`src/rtl/bin2bcd_pkg.sv`:
```
// Shared types and constants for the sequential binary-to-BCD converter.
package bin2bcd_pkg;

    localparam int unsigned IN_W_DEF   = 32;
    localparam int unsigned DIGITS_DEF = 8;

    typedef enum logic {
        ST_IDLE  = 1'b0,
        ST_SHIFT = 1'b1
    } state_t;

    function automatic int unsigned cnt_w(input int unsigned in_w);
        return (in_w > 1) ? $clog2(in_w) : 1;
    endfunction

    localparam int unsigned CNT_W = cnt_w(IN_W_DEF);

    // Largest value representable in the given number of decimal digits.
    function automatic logic [63:0] bcd_max(input int unsigned digits);
        logic [63:0] m;
        m = 64'd1;
        for (int unsigned i = 0; i < digits; i++) begin
            m = m * 64'd10;
        end
        return m - 64'd1;
    endfunction

    // Saturation pattern: every nibble set to 9.
    function automatic logic [127:0] nines(input int unsigned digits);
        logic [127:0] r;
        r = '0;
        for (int unsigned i = 0; i < digits && i < 32; i++) begin
            r[4*i +: 4] = 4'h9;
        end
        return r;
    endfunction

endpackage

```
`src/rtl/bcd_add3.sv`:
```
// Double-dabble digit correction: add 3 to a BCD nibble that is 5 or more.
module bcd_add3 (
    input  logic [3:0] nibble,
    output logic [3:0] adjusted_c
);

    always_comb begin
        adjusted_c = (nibble >= 4'd5) ? 4'(nibble + 4'd3) : nibble;
    end

endmodule

```
`src/rtl/bin2bcd_seq.sv`:
```
// Sequential shift-and-add-3 binary-to-BCD converter, one bit per clock, saturating.
// Optional BIN2BCD_BLANK_EN adds a per-digit leading-zero blank output.
module bin2bcd_seq
    import bin2bcd_pkg::*;
#(
    parameter int unsigned IN_W   = IN_W_DEF,
    parameter int unsigned DIGITS = DIGITS_DEF
) (
    input  logic                  CLOCK_50,
    input  logic                  reset,
    input  logic                  start,
    input  logic [IN_W-1:0]       bin_in,
    output logic                  busy,
    output logic                  done,
    output logic [4*DIGITS-1:0]   bcd_out,
    output logic                  overflow
`ifdef BIN2BCD_BLANK_EN
    ,
    output logic [DIGITS-1:0]     blank
`endif
);

    localparam int unsigned BCD_W = 4 * DIGITS;
    localparam int unsigned CW    = cnt_w(IN_W);
    localparam logic [63:0] BCD_MAX = bcd_max(DIGITS);
    localparam logic [BCD_W-1:0] NINES = BCD_W'(nines(DIGITS));

    state_t             state;
    logic [IN_W-1:0]    shreg;
    logic [BCD_W-1:0]   acc;
    logic [CW-1:0]      cnt;
    logic               ovf_pending;

    logic [BCD_W-1:0]   acc_adj_c;
    logic [BCD_W-1:0]   acc_next_c;
    logic [IN_W-1:0]    sh_next_c;
    logic [BCD_W-1:0]   result_c;
    logic               over_range_c;

    for (genvar g = 0; g < DIGITS; g++) begin : g_add3
        bcd_add3 u_add3 (
            .nibble     (acc[4*g +: 4]),
            .adjusted_c (acc_adj_c[4*g +: 4])
        );
    end

    // Corrected accumulator and shift register move left as one word; top carry drops.
    assign {acc_next_c, sh_next_c} = {acc_adj_c, shreg} << 1;
    assign result_c     = ovf_pending ? NINES : acc_next_c;
    assign over_range_c = 64'(bin_in) > BCD_MAX;

`ifdef BIN2BCD_BLANK_EN
    logic [DIGITS-1:0] blank_c;

    // A digit blanks when it and every digit above it are zero; digit 0 always shows.
    always_comb begin
        logic seen;
        seen    = 1'b0;
        blank_c = '0;
        for (int i = DIGITS - 1; i >= 1; i--) begin
            seen       = seen | (|result_c[4*i +: 4]);
            blank_c[i] = ~seen;
        end
    end
`endif

    always_ff @(posedge CLOCK_50 or negedge reset) begin
        if (!reset) begin
            state       <= ST_IDLE;
            shreg       <= '0;
            acc         <= '0;
            cnt         <= '0;
            ovf_pending <= 1'b0;
            busy        <= 1'b0;
            done        <= 1'b0;
            bcd_out     <= '0;
            overflow    <= 1'b0;
`ifdef BIN2BCD_BLANK_EN
            blank       <= {{(DIGITS-1){1'b1}}, 1'b0};
`endif
        end else begin
            done <= 1'b0;
            case (state)
                ST_IDLE: begin
                    if (start) begin
                        shreg       <= bin_in;
                        acc         <= '0;
                        cnt         <= '0;
                        ovf_pending <= over_range_c;
                        busy        <= 1'b1;
                        state       <= ST_SHIFT;
                    end
                end
                ST_SHIFT: begin
                    acc   <= acc_next_c;
                    shreg <= sh_next_c;
                    cnt   <= cnt + CW'(1);
                    if (cnt == CW'(IN_W - 1)) begin
                        bcd_out  <= result_c;
                        overflow <= ovf_pending;
                        done     <= 1'b1;
                        busy     <= 1'b0;
                        state    <= ST_IDLE;
`ifdef BIN2BCD_BLANK_EN
                        blank    <= blank_c;
`endif
                    end
                end
                default: state <= ST_IDLE;
            endcase
        end
    end

endmodule

```
`config.mk`:
```
export PLATFORM = sky130hd
export DESIGN_NAME = bin2bcd_seq
export DESIGN_NICKNAME = d
export VERILOG_FILES = /design/src/rtl/bin2bcd_pkg.sv /design/src/rtl/bcd_add3.sv /design/src/rtl/bin2bcd_seq.sv
export SDC_FILE = /design/constraint.sdc
export NUM_CORES = 1
export LEC_CHECK = 0
export BUFFER_PORTS_ARGS = -buffer_cell sky130_fd_sc_hd__buf_4
export CAP_MARGIN = 10
export CORE_UTILIZATION = 45
export CTS_CLUSTER_SIZE = 28
export DETAILED_ROUTE_END_ITERATION = 10
export PLACE_DENSITY_LB_ADDON = 0.15
export SLEW_MARGIN = 25
export SYNTH_ARGS = -nofsm -noshare
export SYNTH_HDL_FRONTEND = slang
export SYNTH_SLANG_ARGS = --single-unit
```
`constraint.sdc`:
```
create_clock -name CLOCK_50 -period 1.65 [get_ports CLOCK_50]
set_clock_uncertainty 0.1 [all_clocks]
set_input_delay 0.4125 -clock CLOCK_50 [delete_from_list [all_inputs] [get_ports CLOCK_50]]
set_output_delay 0.4125 -clock CLOCK_50 [all_outputs]
set_load 0.02 [all_outputs]
```
==> results of run 1 <==
## critical path: stages (launching register included)
cell and delay, ns:
dfrtp_1 0.36, ha_2 0.19, and3_4 0.19, ha_4 0.13
nand2_4 0.07, nor2_4 0.26, clkbuf_16 0.24, a21oi_2 0.05
## power by group
part           total [mW]  switching, mW  leakage [nW]  internal (mW)
Sequential           4.55          0.850          1.35           3.70
Combinational        5.40           2.75          1.64           2.65
Clock                2.16          0.936         0.143           1.22
Total                12.1           4.54          3.12           7.57
## registers in the layout (all words and copies together), names as in the netlist
register,count
acc,32
bcd_out,32
busy,1
cnt,5
done,1
overflow,1
ovf_pending,1
shreg,32
state,1
## metrics by stage
| step | TNS [ns] | area [µm²] |
|---|---|---|
| CTS | -0.964 | 6290 |
| finish | -1.06 | 6480 |
| floorplan | 0 | 5170 |
| global route | -3.45 | 6480 |
| global placement | -0.379 | 5930 |
| detailed placement | -1.89 | 5930 |
## metal layers
layer,part of all wire,GRT usage,vias to the layer above
met4,0.018,0.0772,0
li1,-,-,1854
met2,0.49,0.333,61
met5,0,0,-
met3,0.028,0.0353,15
met1,0.47,0.255,1807
## cell usage after synthesis, types with 16 or more instances
library cell / instances / share of area
inv_1: 16 / 0.012
a21o_1: 17 / 0.025
a21oi_1: 32 / 0.031
ha_1: 18 / 0.044
dfrtp_1: 106 / 0.51
mux2i_1: 56 / 0.11
nand2_1: 43 / 0.031
nand2b_1: 27 / 0.033
a22o_1: 17 / 0.029
nor3b_1: 23 / 0.033
o21ai_0: 42 / 0.041
buf_2: 19 / 0.018
nor2_1: 24 / 0.017
## worst min-delay path by stage
stage / slack, ns / start / depth (start not counted) / endpoint
floorplan: 0.02 / reset / 0 / acc[0]
global route: 0.21 / bin_in[0] / 3 / shreg[0]
CTS: 0.21 / bin_in[0] / 3 / shreg[0]
finish: 0.21 / bin_in[0] / 3 / shreg[0]
global placement: 0.27 / reset / 1 / done
detailed placement: 0.27 / reset / 1 / done
## layout make-up
type | count | area (µm²)
fillers | 954 | 4550
flip-flops and latches | 106 | 2660
multi-input cells | 336 | 2430
repair buffers | 98 | 852
clock buffers | 12 | 246
well taps | 140 | 175
inverters | 17 | 71.3
clock inverters | 4 | 51.3
## kinds of logic (layout without fill, tap and decap cells)
family                   Yosys count  count (layout)  synth area share
AND/OR/NAND/NOR                  134             134             0.134
AO/OA/AOI/OAI                    118             118             0.142
flip-flops                       106             106             0.514
multiplexers                      56              56             0.109
buffers and inverters             45             131            0.0417
adder cells (fa/ha/maj)           18              18            0.0436
XOR/XNOR                          10              10            0.0170
## repair_timing
| action | in CTS | in global routing |
|---|---|---|
| hold endpoints to repair | 26 | 0 |
| endpoints found under the setup margin | 33 | 44 |
| resized for setup | 4 | 37 |
| cloned | 1 | 2 |
| hold buffers | 1 | 0 |
| pin swaps | 2 | 35 |
| setup buffers | 1 | 3 |
==> run_results.csv, run 1 <==
group,metric,value,unit
outcome,status,"complete, but fails checks",
outcome,violations,"negative setup slack",
clocking,cts_buffers,9,
worst_setup_path,reg2reg_depth,7,
worst_setup_path,endpoint,"bcd_out[3]",
worst_setup_path,crit_start,"cnt[1]",
power,power,12.1,mW
clocking,clk_latency,0.34,ns
logic_synthesis,synthArstFlopShare,1.00,
logic_synthesis,synthesis.area,5160,µm²
floorplanning,io_pins,70,
place,place_hpwl,7.23,mm
routing,drcViolationCount,0,
logic_synthesis,ys_ff_latch,106,
worst_setup_path,cp.required,1.78,ns
routing,wire_per_inst,15.5,µm
floorplanning,coreArea,11000,µm²
global_routing,grt_max_degree,60,
floorplanning,dieArea,11900,µm²
clocking,h-tree-depth,3,
worst_setup_path,start_kind,"flip-flop",
logic_synthesis,synth_area_per_cell,10.6,µm²
power,max-vdd-ir-drop,768,µV
timing,tightest_slew,0.409,ns
routing,vias_per_cell,5.24,
power,power_leakage,3.12,nW
timing,fin_crit_sh,1.03,
place,gp_congestion,0.781,
logic_synthesis,synth.yosys.seq_area_share,0.514,
worst_setup_path,reg2reg_to,"bcd_out[3]",
global_routing,antenna_found_initial,0,
clocking,cts_root_buffer,"clkbuf_16",
power,power_density,1870,nW/µm²
timing,layout_min_cycle_time,1.71,ns
routing,dr.pass1.iters,4,
final_layout,antenna_cells,0,
floorplanning,die_x,109,µm
final_layout,layout_commonest_cell,"dfrtp_1",
logic_synthesis,synth_edf_count,0,
routing,via_count,3737,
worst_setup_path,cp-end-kind,"flip-flop",
clocking,tritoncts,"built",
final_layout,layoutNonFillerInstCount,713,
global_routing,grt_pass1_wl,18.1,mm
clocking,cts_sinks,106,
timing,report.final.slew_viol_count,0,
floorplanning,num_rows,38,
timing,setup-violations-final,27,
final_layout,area_delta_synth_final,25.5,%
routing,wl,11.1,mm
timing,rsz0062_at_grt,"yes",
logic_synthesis,postSynthCellCount,487,
final_layout,layout_common_cells,"dfrtp_1 (105), buf_4 (88), mux2i_1 (51), nand2_1 (42), o21ai_0 (42)",
min_path,hold_class,"in2reg",
final_layout,nNetsFinal,621,
routing,drt_iter0_markers,72,
worst_setup_path,rrSetupSlack,-0.06,ns
worst_setup_path,rr_startpoint,"cnt[1]",
timing,hold_viol,0,
timing,maxSlewHeadroom,0.727,
final_layout,final_util,0.587,
timing,setup_ws,-0.0559,ns
worst_setup_path,crit_type,"reg2reg",
worst_setup_path,worstPathMaxFanout,8,
global_routing,overflow,0,
clocking,clkSlewWorstSetupHoldPaths,0.07,ns
place,dp_slack,-0.102,ns
timing,max_freq,586,MHz
job,maxCapViolCount,0,
timing,holdWs,0.214,ns
floorplanning,die_h,109,µm
logic_synthesis,synth_nets,540,
worst_setup_path,worstPathArrival,1.83,ns
global_routing,grt_pass1_vias,3800,
logic_synthesis,synth_ff_type,"dfrtp_1",
clocking,clk_path_buf_depth,2,
final_layout,drive_gt1_frac,0.267,
logic_synthesis,yosys_warnings,0,
floorplanning,initial_utilization,0.468,
logic_synthesis,synth_cell_types,30,
routing,ant_nets,0,
place,io_buffers,69,
global_routing,grt_usage,0.199,
place,dp_cells,689,
Note: power is estimated with default switching activity, not from simulation.
==> run 2, diff against run 1 <==
GPL_TIMING_DRIVEN = 0   (was not set)
==> run_results.csv, run 2 (same netlist as run 1, synthesis figures left out) <==
group,metric,value,unit
timing,layout_min_cycle_time,1.71,ns
min_path,hold_class,"in2async",
timing,max_freq,584,MHz
final_layout,layoutNonFillerInstCount,724,
power,power,12.6,mW
routing,vias_per_cell,5.41,
worst_setup_path,cp-end-kind,"flip-flop",
worst_setup_path,cp.buffers_inverters,3,
routing,drt_iter0_markers,153,
worst_setup_path,start_kind,"flip-flop",
routing,drcViolationCount,0,
global_routing,grt_usage,0.216,
clocking,ctsHoldBuffers,0,
worst_setup_path,crit_type,"reg2reg",
worst_setup_path,cp_cell_sequence,"ha_2 -> and3_4 -> ha_4 -> nand2_4 -> buf_6 -> inv_8 -> buf_8 -> nor2_4 -> a21oi_2",
worst_setup_path,rrSetupSlack,-0.06,ns
floorplanning,die_x,109,µm
worst_setup_path,crit_start,"cnt[0]",
worst_setup_path,cp_slowest_cell,"dfrtp_1",
power,power_leakage,3.14,nW
global_routing,grt_pass1_vias,3877,
final_layout,layout_commonest_cell,"dfrtp_1",
global_routing,grt_max_degree,107,
clocking,clk_latency,0.36,ns
final_layout,area_delta_synth_final,27.7,%
worst_setup_path,max_stage_delay,0.40,ns
floorplanning,dieArea,11900,µm²
timing,maxSlewHeadroom,0.428,
clocking,h-tree-depth,3,
timing,fin_crit_sh,1.04,
final_layout,layout_common_cells,"dfrtp_1 (104), buf_4 (81), mux2i_1 (49), nand2_1 (42), o21ai_0 (41)",
timing,hold_viol,0,
routing,wl,12.1,mm
worst_setup_path,worstPathArrival,1.85,ns
timing,report.final.slew_viol_count,0,
final_layout,nNetsFinal,632,
timing,tns,-1.26,ns
routing,wire_per_inst,16.7,µm
global_routing,grt_pass1_wl,19.4,mm
clocking,clk_path_buf_depth,2,
worst_setup_path,reg2reg_to,"bcd_out[4]",
timing,setup_ws,-0.0633,ns
power,power_density,1910,nW/µm²
outcome,status,"complete, but fails checks",
worst_setup_path,rr_startpoint,"cnt[0]",
floorplanning,coreArea,11000,µm²
clocking,cts_buffers,9,
worst_setup_path,reg2reg_depth,9,
floorplanning,die_h,109,µm
floorplanning,initial_utilization,0.468,
clocking,cts_sinks,106,
floorplanning,num_rows,38,
job,maxCapViolCount,0,
routing,dr.pass1.iters,4,
outcome,violations,"negative setup slack",
power,max-vdd-ir-drop,863,µV
clocking,tritoncts,"built",
clocking,clkSlewWorstSetupHoldPaths,0.07,ns
routing,ant_nets,0,
routing,via_count,3917,
final_layout,drive_gt1_frac,0.308,
global_routing,antenna_found_initial,0,
timing,rsz0062_at_grt,"yes",
clocking,cts_root_buffer,"clkbuf_16",
timing,setup-violations-final,30,
floorplanning,io_pins,70,
final_layout,antenna_cells,0,
place,io_buffers,68,
worst_setup_path,cp.required,1.78,ns
worst_setup_path,cp_top_family,"flip-flops",
place,place_hpwl,7.90,mm
global_routing,overflow,0,
final_layout,reg_top3,"acc (32), bcd_out (32), shreg (32)",
place,gp_congestion,0.779,
worst_setup_path,worstPathMaxFanout,5,
timing,tightest_slew,0.859,ns
place,dp_cells,695,
run 2: cell count changes in the layout (fill, tap and decap cells not counted), sizes merged:
cell,previous run,this run
buf,95,103
clkbuf,14,18
clkinv,2,1
clkinvlp,1,2
dlygate4sd3,1,0
run 2: worst max path at each step:
| stage | to | slack (ns) | cells past startpoint |
|---|---|---|---|
| finish | bcd_out[4] | -0.06 | 9 |
| global route | bcd_out[16] | -0.11 | 9 |
| CTS | bcd_out[19] | -0.01 | 9 |
| detailed placement | bcd_out[7] | -0.22 | 7 |
| global placement | bcd_out[0] | -0.20 | 9 |
| floorplan | bcd_out[0] | 0.002 | 9 |
run 2: layout make-up:
| class | instances | area [µm²] |
|---|---|---|
| Fill cell | 922 | 4440 |
| Sequential cell | 106 | 2660 |
| Multi-Input combinational cell | 336 | 2530 |
| Timing Repair Buffer | 81 | 653 |
| Clock buffer | 12 | 256 |
| Buffer | 28 | 198 |
| Tap cell | 140 | 175 |
| Inverter | 17 | 71.3 |
| Clock inverter | 4 | 50.0 |
run 2: metal layers:
layer | vias up | track usage | wire [µm] | share of wire
met3 | 16 | 0.0412 | 422 | 0.035
met1 | 1938 | 0.283 | 5590 | 0.46
met4 | 0 | 0.0830 | 226 | 0.019
met5 | - | 0 | 0 | 0
li1 | 1880 | - | - | -
met2 | 83 | 0.353 | 5840 | 0.48
run 2: stage by stage:
stage / area, µm² / utilization / hold slack (ns) / setup slack [ns]
2_1_floorplan: 5170 / - / 0.0169 / 0.00224
3_3_place_gp: 5860 / 0.531 / 0.359 / -0.199
3_5_place_dp: 5860 / 0.531 / 0.366 / -0.221
4_1_cts: 6320 / 0.573 / 0.141 / -0.0101
5_1_grt: 6590 / 0.598 / 0.128 / -0.111
6_report: 6590 / 0.598 / 0.0444 / -0.0633
run 2: timing repair:
action,in CTS,in global routing
gates cloned,1,2
buffers inserted,5,5
pin swaps,1,16
gates resized for setup,34,48
endpoints found under the setup margin,35,47
run 2: power breakdown:
part	internal, mW	switching (mW)	total, mW	leakage (nW)
Combinational	2.84	2.90	5.74	1.65
Sequential	3.70	0.908	4.61	1.34
Clock	1.26	0.991	2.25	0.145
==> run 3, diff against run 2 <==
SETUP_SLACK_MARGIN = 0.15   (was not set)
clock period = 1.71 ns   (was 1.65 ns; I/O delays follow)
==> run_results.csv, run 3 (same netlist as run 1, synthesis figures left out) <==
group,metric,value,unit
power,power_density,1890,nW/µm²
worst_setup_path,start_kind,"flip-flop",
timing,tns,0,ns
clocking,ctsHoldBuffers,0,
routing,vias_per_cell,5.39,
timing,rsz0062_at_grt,"yes",
worst_setup_path,rr_startpoint,"cnt[0]",
timing,tightest_slew,0.869,ns
floorplanning,die_h,109,µm
routing,ant_nets,0,
timing,hold_viol,0,
clocking,cts_sinks,106,
clocking,h-tree-depth,3,
power,max-vdd-ir-drop,873,µV
clocking,clkSlewWorstSetupHoldPaths,0.08,ns
global_routing,grt_usage,0.217,
final_layout,layout_common_cells,"dfrtp_1 (105), buf_4 (88), mux2i_1 (49), nand2_1 (42), o21ai_0 (41)",
global_routing,grt_pass1_vias,3897,
outcome,status,"finished, final reports clean",
job,maxCapViolCount,0,
routing,dr.pass1.iters,4,
floorplanning,coreArea,11000,µm²
routing,drcViolationCount,0,
worst_setup_path,reg2reg_to,"bcd_out[28]",
place,io_buffers,68,
routing,wire_per_inst,16.6,µm
worst_setup_path,worstPathArrival,1.81,ns
final_layout,layoutNonFillerInstCount,731,
place,gp_congestion,0.790,
place,place_hpwl,7.86,mm
place,dp_cells,695,
final_layout,drive_gt1_frac,0.337,
floorplanning,die_x,109,µm
timing,max_freq,596,MHz
place,dp_slack,-0.0603,ns
worst_setup_path,rrSetupSlack,0.03,ns
worst_setup_path,cp-end-kind,"flip-flop",
worst_setup_path,crit_type,"reg2reg",
final_layout,reg_top3,"acc (32), bcd_out (32), shreg (32)",
timing,fin_crit_sh,0.980,
final_layout,nNetsFinal,639,
routing,drt_iter0_markers,160,
timing,setup_ws,0.0335,ns
timing,report.final.slew_viol_count,0,
floorplanning,dieArea,11900,µm²
final_layout,area_delta_synth_final,31.2,%
timing,holdWs,0.0486,ns
global_routing,grt_max_degree,107,
global_routing,overflow,0,
timing,layout_min_cycle_time,1.68,ns
floorplanning,num_rows,38,
routing,wl,12.2,mm
clocking,clk_path_buf_depth,2,
timing,setup-violations-final,0,
floorplanning,initial_utilization,0.468,
clocking,clk_latency,0.36,ns
clocking,cts_root_buffer,"clkbuf_16",
worst_setup_path,worstPathMaxFanout,10,
clocking,cts_buffers,9,
floorplanning,io_pins,70,
power,power_leakage,3.18,nW
global_routing,grt_pass1_wl,19.5,mm
final_layout,layout_commonest_cell,"dfrtp_1",
global_routing,antenna_found_initial,0,
worst_setup_path,cp.required,1.84,ns
timing,maxSlewHeadroom,0.421,
worst_setup_path,reg2reg_depth,9,
routing,via_count,3943,
clocking,tritoncts,"built",
final_layout,antenna_cells,0,
min_path,hold_class,"in2async",
## run 3: worst max-delay path by stage
stage | startpoint | to
finish | cnt[0] | bcd_out[28]
global placement | reset | shreg[5]
CTS | cnt[0] | bcd_out[28]
detailed placement | cnt[0] | bcd_out[7]
floorplan | cnt[0] | bcd_out[11]
global route | cnt[0] | bcd_out[8]
## run 3: layer usage
metal	part of all wire	global-route usage	up-vias
li1	-	-	1900
met1	0.47	0.285	1954
met2	0.49	0.361	73
met3	0.025	0.0311	16
met4	0.019	0.0840	0
met5	0	0	-
## run 3: worst max-delay path: stages, from the launching register on
cell and delay, ns:
dfrtp_1 0.40, ha_2 0.19, and3_4 0.17, ha_4 0.16, nand2_4 0.08, buf_8 0.14
inv_6 0.04, buf_12 0.14, nor2_1 0.08, a21oi_1 0.04
## run 3: where the power goes
group | switching (mW) | internal (mW) | leakage [nW]
logic | 2.99 | 3.16 | 1.70
registers | 0.919 | 3.57 | 1.34
clock network | 0.996 | 1.15 | 0.138
total | 4.91 | 7.88 | 3.18
## run 3: per-stage QoR
step	util	instance area, µm²	total power [mW]
final	0.614	6770	12.8
after global routing	0.614	6770	13.7
after CTS	0.584	6440	11.9
after detailed placement	0.535	5900	9.21
after global placement	0.535	5900	9.00
after floorplan	-	5220	7.69
## run 3: repair_timing
item | in CTS | in global routing
cloned | 0 | 0
buffers inserted | 13 | 7
setup endpoints to repair | 44 | 64
resized for setup | 36 | 55
pin swaps | 18 | 19
## run 3: cell type report
class / instances / area, µm²
clock buffers: 9 / 225
plain buffers: 28 / 211
multi-input cells: 336 / 2660
clock inverters: 7 / 78.8
well taps: 140 / 175
inverters: 17 / 71.3
fillers: 916 / 4260
flip-flops and latches: 106 / 2650
repair buffers: 88 / 696
